`src/rtl/seq_pkg.sv`:
```
// Shared types and constants for the multi-cycle instruction sequencer.
// The SEQ_PERF_CNT_EN build option is handled in multicycle_sequencer.
package seq_pkg;

    typedef enum logic [2:0] {
        IDLE    = 3'd0,
        FETCH   = 3'd1,
        DECODE  = 3'd2,
        EXECUTE = 3'd3,
        MEM     = 3'd4,
        WB      = 3'd5,
        HALT    = 3'd6
    } state_t;

    localparam logic [2:0] ERR_NONE       = 3'd0;
    localparam logic [2:0] ERR_FETCH      = 3'd1;
    localparam logic [2:0] ERR_DECODE     = 3'd2;
    localparam logic [2:0] ERR_MEM        = 3'd3;
    localparam logic [2:0] ERR_IFETCH_TMO = 3'd4;
    localparam logic [2:0] ERR_DMEM_TMO   = 3'd5;

endpackage

```
`src/rtl/seq_timeout_counter.sv`:
```
// Wait-cycle counter shared by the fetch and data-access handshakes.
// hit flags the last permitted cycle without an acknowledge.
module seq_timeout_counter #(
    parameter int LIMIT = 16
) (
    input  logic clock,
    input  logic reset,
    input  logic clear,
    input  logic en,
    output logic hit
);

    localparam int W = (LIMIT > 2) ? $clog2(LIMIT) : 1;

    logic [W-1:0] cnt;

    always_ff @(posedge clock or negedge reset) begin
        if (!reset) begin
            cnt <= '0;
        end else if (clear) begin
            cnt <= '0;
        end else if (en) begin
            cnt <= cnt + W'(1);
        end
    end

    assign hit = en && (cnt == W'(LIMIT - 1));

endmodule

```
`src/rtl/multicycle_sequencer.sv`:
```
// Multi-cycle FETCH/DECODE/EXECUTE/MEM/WB controller with handshake timeouts and fault halt.
// Define SEQ_PERF_CNT_EN to build the cycle and retired-instruction counters.
module multicycle_sequencer
    import seq_pkg::*;
#(
    parameter int MEM_TIMEOUT = 16,
    parameter int CNT_W       = 32
) (
    input  logic             clock,
    input  logic             reset,
    input  logic             run,
    output logic             imem_req,
    input  logic             imem_ack,
    input  logic             inv_addr,
    input  logic             inv_op,
    input  logic             inv_func,
    input  logic             inv_reg_addr,
    input  logic             ctl_regwrite,
    input  logic             ctl_memread,
    input  logic             ctl_memwrite,
    output logic             dmem_req,
    output logic             dmem_we,
    input  logic             dmem_ack,
    input  logic             inv_mem_addr,
    output logic             ir_load,
    output logic             pc_write,
    output logic             reg_we,
    output logic [2:0]       state,
    output logic             halted,
    output logic [2:0]       err_code,
    output logic [CNT_W-1:0] cycle_cnt,
    output logic [CNT_W-1:0] instret_cnt
);

    state_t cur;
    logic   lat_regwrite;
    logic   lat_memread;
    logic   lat_memwrite;

    logic waiting;
    logic ack_now;
    logic tmo_en;
    logic tmo_clear;
    logic tmo_hit;

    // The counter only runs while a handshake is outstanding, so it is already zero on entry.
    assign waiting   = (cur == FETCH) || (cur == MEM);
    assign ack_now   = (cur == FETCH) ? imem_ack : dmem_ack;
    assign tmo_en    = waiting && !ack_now;
    assign tmo_clear = !tmo_en;

    seq_timeout_counter #(.LIMIT(MEM_TIMEOUT)) u_timeout (
        .clock (clock),
        .reset (reset),
        .clear (tmo_clear),
        .en    (tmo_en),
        .hit   (tmo_hit)
    );

    assign state = cur;

    always_ff @(posedge clock or negedge reset) begin
        if (!reset) begin
            cur          <= IDLE;
            imem_req     <= 1'b0;
            dmem_req     <= 1'b0;
            dmem_we      <= 1'b0;
            ir_load      <= 1'b0;
            pc_write     <= 1'b0;
            reg_we       <= 1'b0;
            halted       <= 1'b0;
            err_code     <= ERR_NONE;
            lat_regwrite <= 1'b0;
            lat_memread  <= 1'b0;
            lat_memwrite <= 1'b0;
        end else begin
            // NOTE: non-blocking assignments let every branch read the pre-edge state consistently.
            ir_load  <= 1'b0;
            pc_write <= 1'b0;
            reg_we   <= 1'b0;
            case (cur)
                IDLE: begin
                    if (run) begin
                        cur      <= FETCH;
                        imem_req <= 1'b1;
                    end
                end
                FETCH: begin
                    if (imem_ack) begin
                        imem_req <= 1'b0;
                        if (inv_addr) begin
                            cur      <= HALT;
                            halted   <= 1'b1;
                            err_code <= ERR_FETCH;
                        end else begin
                            cur     <= DECODE;
                            ir_load <= 1'b1;
                        end
                    end else if (tmo_hit) begin
                        imem_req <= 1'b0;
                        cur      <= HALT;
                        halted   <= 1'b1;
                        err_code <= ERR_IFETCH_TMO;
                    end
                end
                DECODE: begin
                    lat_regwrite <= ctl_regwrite;
                    lat_memread  <= ctl_memread;
                    lat_memwrite <= ctl_memwrite;
                    if (inv_op || inv_func || inv_reg_addr) begin
                        cur      <= HALT;
                        halted   <= 1'b1;
                        err_code <= ERR_DECODE;
                    end else begin
                        cur <= EXECUTE;
                        // Branch/nop retires in EXECUTE, so its PC update must land there.
                        if (!(ctl_memread || ctl_memwrite || ctl_regwrite)) begin
                            pc_write <= 1'b1;
                        end
                    end
                end
                EXECUTE: begin
                    if (lat_memread || lat_memwrite) begin
                        cur      <= MEM;
                        dmem_req <= 1'b1;
                        dmem_we  <= lat_memwrite;
                    end else if (lat_regwrite) begin
                        cur      <= WB;
                        reg_we   <= 1'b1;
                        pc_write <= 1'b1;
                    end else if (run) begin
                        cur      <= FETCH;
                        imem_req <= 1'b1;
                    end else begin
                        cur <= IDLE;
                    end
                end
                MEM: begin
                    if (dmem_ack) begin
                        dmem_req <= 1'b0;
                        dmem_we  <= 1'b0;
                        if (inv_mem_addr) begin
                            cur      <= HALT;
                            halted   <= 1'b1;
                            err_code <= ERR_MEM;
                        end else if (lat_memwrite) begin
                            pc_write <= 1'b1;
                            if (run) begin
                                cur      <= FETCH;
                                imem_req <= 1'b1;
                            end else begin
                                cur <= IDLE;
                            end
                        end else begin
                            cur      <= WB;
                            reg_we   <= 1'b1;
                            pc_write <= 1'b1;
                        end
                    end else if (tmo_hit) begin
                        dmem_req <= 1'b0;
                        dmem_we  <= 1'b0;
                        cur      <= HALT;
                        halted   <= 1'b1;
                        err_code <= ERR_DMEM_TMO;
                    end
                end
                WB: begin
                    if (run) begin
                        cur      <= FETCH;
                        imem_req <= 1'b1;
                    end else begin
                        cur <= IDLE;
                    end
                end
                HALT: begin
                    cur <= HALT;
                end
                default: begin
                    cur <= IDLE;
                end
            endcase
        end
    end

`ifdef SEQ_PERF_CNT_EN
    always_ff @(posedge clock or negedge reset) begin
        if (!reset) begin
            cycle_cnt   <= '0;
            instret_cnt <= '0;
        end else begin
            if (cur != IDLE && cur != HALT) begin
                cycle_cnt <= cycle_cnt + CNT_W'(1);
            end
            // Each retirement issues exactly one pc_write pulse.
            if (pc_write) begin
                instret_cnt <= instret_cnt + CNT_W'(1);
            end
        end
    end
`else
    assign cycle_cnt   = '0;
    assign instret_cnt = '0;
`endif

endmodule

```
`config.mk`:
```
export PLATFORM = sky130hd
export DESIGN_NAME = multicycle_sequencer
export DESIGN_NICKNAME = d
export VERILOG_FILES = /design/src/rtl/seq_pkg.sv /design/src/rtl/seq_timeout_counter.sv /design/src/rtl/multicycle_sequencer.sv
export SDC_FILE = /design/constraint.sdc
export NUM_CORES = 1
export LEC_CHECK = 0
export CORE_MARGIN = 2
export CORE_UTILIZATION = 42
export DETAILED_ROUTE_END_ITERATION = 7
export GPL_ROUTABILITY_DRIVEN = 0
export PLACE_DENSITY = 0.87
export REMOVE_ABC_BUFFERS = 1
export SKIP_CTS_REPAIR_TIMING = 1
export SLEW_MARGIN = 30
export SYNTH_ARGS = -nofsm -noshare
export SYNTH_HDL_FRONTEND = slang
export SYNTH_SLANG_ARGS = --single-unit
```
`constraint.sdc`:
```
create_clock -name clock -period 4.4 [get_ports clock]
set_input_delay 0.44 -clock clock [delete_from_list [all_inputs] [get_ports clock]]
set_output_delay 0.44 -clock clock [all_outputs]
set_load 0.05 [all_outputs]
```
==> results summary <==
The flow ran to the end, and the final reports show no timing, DRC or antenna violations. The worst slew slack as a fraction of its limit came out at 0.615. The register cell area after layout is 500 um^2. The flip-flop count of the largest register, all copies and words added came out at 4.

The path class of the tightest hold or removal check is primary input to async pin. 90 I/O pins were placed. At the worst endpoint, the arrival time is approximately 1.9 ns. The number of core rows is 22.

The static leakage is 0.792 nW. The vias per cell is approximately 4.4. The fmax came out at between 400 and 500 MHz. Detailed placement ended at an HPWL of ~2000 um. For the worst setup path, the data required time is approximately 4 ns. The post-detailed-routing wire length is ~2700 um. Among all flip-flop cells after synthesis, the most frequent one is sky130_fd_sc_hd__dfrtp_1.

The gate count after technology mapping is between 150 and 200. After clock tree synthesis, the clock-pin slew on the worst setup and hold paths is ~0.07 ns. The number of synthesis warnings came out at 0. The critical path is of the flop to primary output type. The tool flagged a number of max-cap violations equal to 0. At the end of the flow, the number of nets in the layout was approximately 220. The insertion delay of the later-clocked pin in the worst-skew pair came out at around 0.26 ns. The kind of cell with the highest combined delay along the critical path is buffers and inverters. The combined area of the multi-input logic cells is 792 um^2. The global-route total usage across every layer came out at 0.128. For this design, the slowest cell found on the critical path is sky130_fd_sc_hd__clkdlybuf4s50_1.

The async set-or-reset flop fraction in the synthesized netlist came out at 1.00. The count of final setup violators is 0. The number of flip-flops and latches in the synthesized netlist is 20.

In the routed design, unresolved DRC markers number 0. TritonCTS built the clock tree. The area added between synthesis and finish came out at 6.00%. The number of sinks on the clock net is 20. The first-pass GRT wire length came out at around 4200 um. In this run the critical register-to-register path is launched from state[2]. The core region is about 0.0036 mm^2. In this run, synthesis inferred 0 flip-flops with an integrated enable. STA classifies the critical path startpoint as a flop. The effective utilization at floorplan is 0.436. The number of buffers inserted by port buffering is 25. In this run the clock root is driven by a sky130_fd_sc_hd__clkbuf_8. The reg2reg setup slack came out at roughly 2.4 ns. In this run the critical register-to-register path is captured at state[0]. The antenna cell count came out at 0. Adding up every negative setup slack in the final design gives 0 ns. Of the cells placed in the final design, the portion with a size suffix greater than 1 is 0.0784.

The delay of the slowest cell on the worst path is between 0.9 and 1 ns. The number of cells on the worst reg-to-reg path came out at 5. The signal on the critical path passes through clkdlybuf4s50_1. The total number of H-tree levels is 1. The final-report max-slew violation count came out at 0. The sum of internal, switching and leakage power came out at between 1 and 1.5 mW. Once layout is complete, the utilization of the core stands at 0.462. In this run the horizontal extent of the chip is about 65 um.

Between clock sinks in the finished design, the worst skew comes to ~0.0069 ns. The number of failing hold endpoints at the final stage is 0. The vias after detailed routing is between 1000 and 1500. The pin count of the biggest net entering global routing is 21. The average detailed-routed wire length per instance came out at approximately 11 um.

The floorplan step set the die height to 65.4 um. Setup repair after global routing left no endpoint under its margin. Dividing total power by cell area gives a power density of 670 mW/mm^2. The sequential element share of the synthesized area is 0.316.

The total global routing overflow is 0. Counting both buffers and inverters, the worst setup path holds a total of 1. The area of the mapped netlist is 0.00158 mm^2. For this block, the initial DRC count from the detailed router was 83.

The number of antenna violations at the first check in global routing was 0. The mean cell area of the mapped netlist came out at 8.75 um^2. The die area came out at 0.00428 mm^2. The share of the clock period used by the worst path after layout came out at 0.528.

The slew at the pin closest to its max-slew limit is 0.577 ns. The maximum fanout along the worst path came out at 19. The iteration count of the initial detailed-routing pass is 4. The number of distinct library cell variants in the gate-level netlist after synthesis is 43. The count of filler cells inserted in the layout came out at about 350.

STA classifies the critical path endpoint as a primary output. The number of buffers inserted during clock tree synthesis is 3. The peak ir drop on the vdd network is 218 uV. The via count of the first global-routing pass is between 900 and 1000. The longest clock path from root to sink contains 2 buffers. The register with the highest flop count is u_timeout.cnt. The post-route minimum period came out at 2.32 ns. The residual antenna-violating net count after detailed routing is 0.
==> cell usage after synthesis, types with 2 or more instances <==
master,count,share of area
sky130_fd_sc_hd__buf_4,64,0.30
sky130_fd_sc_hd__mux2_4,2,0.019
sky130_fd_sc_hd__dfrtp_1,20,0.32
sky130_fd_sc_hd__a21oi_1,15,0.047
sky130_fd_sc_hd__o21ai_0,5,0.016
sky130_fd_sc_hd__o22ai_1,3,0.012
sky130_fd_sc_hd__nand3b_1,2,0.0095
sky130_fd_sc_hd__clkbuf_1,3,0.0071
sky130_fd_sc_hd__nand2b_1,5,0.020
sky130_fd_sc_hd__inv_1,7,0.017
sky130_fd_sc_hd__buf_2,2,0.0063
sky130_fd_sc_hd__nand3_1,4,0.013
sky130_fd_sc_hd__mux2_2,2,0.014
sky130_fd_sc_hd__or3b_1,2,0.011
sky130_fd_sc_hd__nand2_1,8,0.019
sky130_fd_sc_hd__nor2_1,9,0.021
sky130_fd_sc_hd__nor3b_2,2,0.016
==> where the power goes <==
| group | switching (mW) | internal [mW] |
|---|---|---|
| registers | 0.0957 | 0.245 |
| clock network | 0.0580 | 0.0796 |
| logic | 0.429 | 0.218 |
| total | 0.583 | 0.543 |
==> worst max path at each step <==
stage             start           to  slack, ns  cells after the start
2_1_floorplan  state[0]  err_code[0]       2.34                      5
3_3_place_gp   dmem_ack  err_code[1]       2.24                      6
3_5_place_dp   dmem_ack  err_code[1]       2.21                      6
4_1_cts        state[2]     state[2]       2.09                      1
5_1_grt        state[2]     state[2]       2.02                      1
6_report       state[2]     state[2]       2.08                      1
==> layout make-up <==
cell class	instances	share of cell area
clock buffer	4	0.0328
inverter	7	0.0156
multi-input combinational	148	0.472
sequential	20	0.298
tap	48	0.0358
timing repair buffer	25	0.146
==> metrics by stage <==
| step | area, um^2 | hold slack, ns | setup slack, ns | std cells |
|---|---|---|---|---|
| 3_3_place_gp | 1630 | 0.449 | 2.24 | 248 |
| 5_1_grt | 1680 | 0.151 | 2.02 | 252 |
| 6_report | 1680 | 0.112 | 2.08 | 252 |
| 2_1_floorplan | 1320 | 0.144 | 2.34 | 175 |
| 4_1_cts | 1680 | 0.462 | 2.09 | 252 |
| 3_5_place_dp | 1630 | 0.452 | 2.21 | 248 |
==> placed cells by master, fill, tap and decap left out, drive strengths merged, types with 2 or more instances in the layout <==
cell	instances
dfrtp	20
a21oi	16
mux2	4
inv	7
nand2	8
o31ai	2
o21ai	6
o22ai	3
nand2b	5
nand3b	2
clkbuf	4
a211oi	2
clkdlybuf4s50	24
or3b	3
conb	64
nand3	4
nor3b	3
nor2	9
==> logic make-up after synthesis <==
kind of cell	synth area share
flip-flops	0.316
AO/OA/AOI/OAI	0.141
other	0.00237
AND/OR/NAND/NOR	0.156
multiplexers	0.0332
buffers and inverters	0.333
adder cells (fa/ha/maj)	0.00790
XOR/XNOR	0.0111
==> layer usage <==
| layer | vias up | wire, um | track usage |
|---|---|---|---|
| li1 | 524 | - | - |
| met1 | 503 | 1130 | 0.169 |
| met2 | 68 | 1310 | 0.204 |
| met3 | 5 | 243 | 0.0257 |
| met4 | 0 | 44 | 0.0547 |
| met5 | - | 0 | 0 |
No activity file was read; power rests on OpenSTA's default activity.
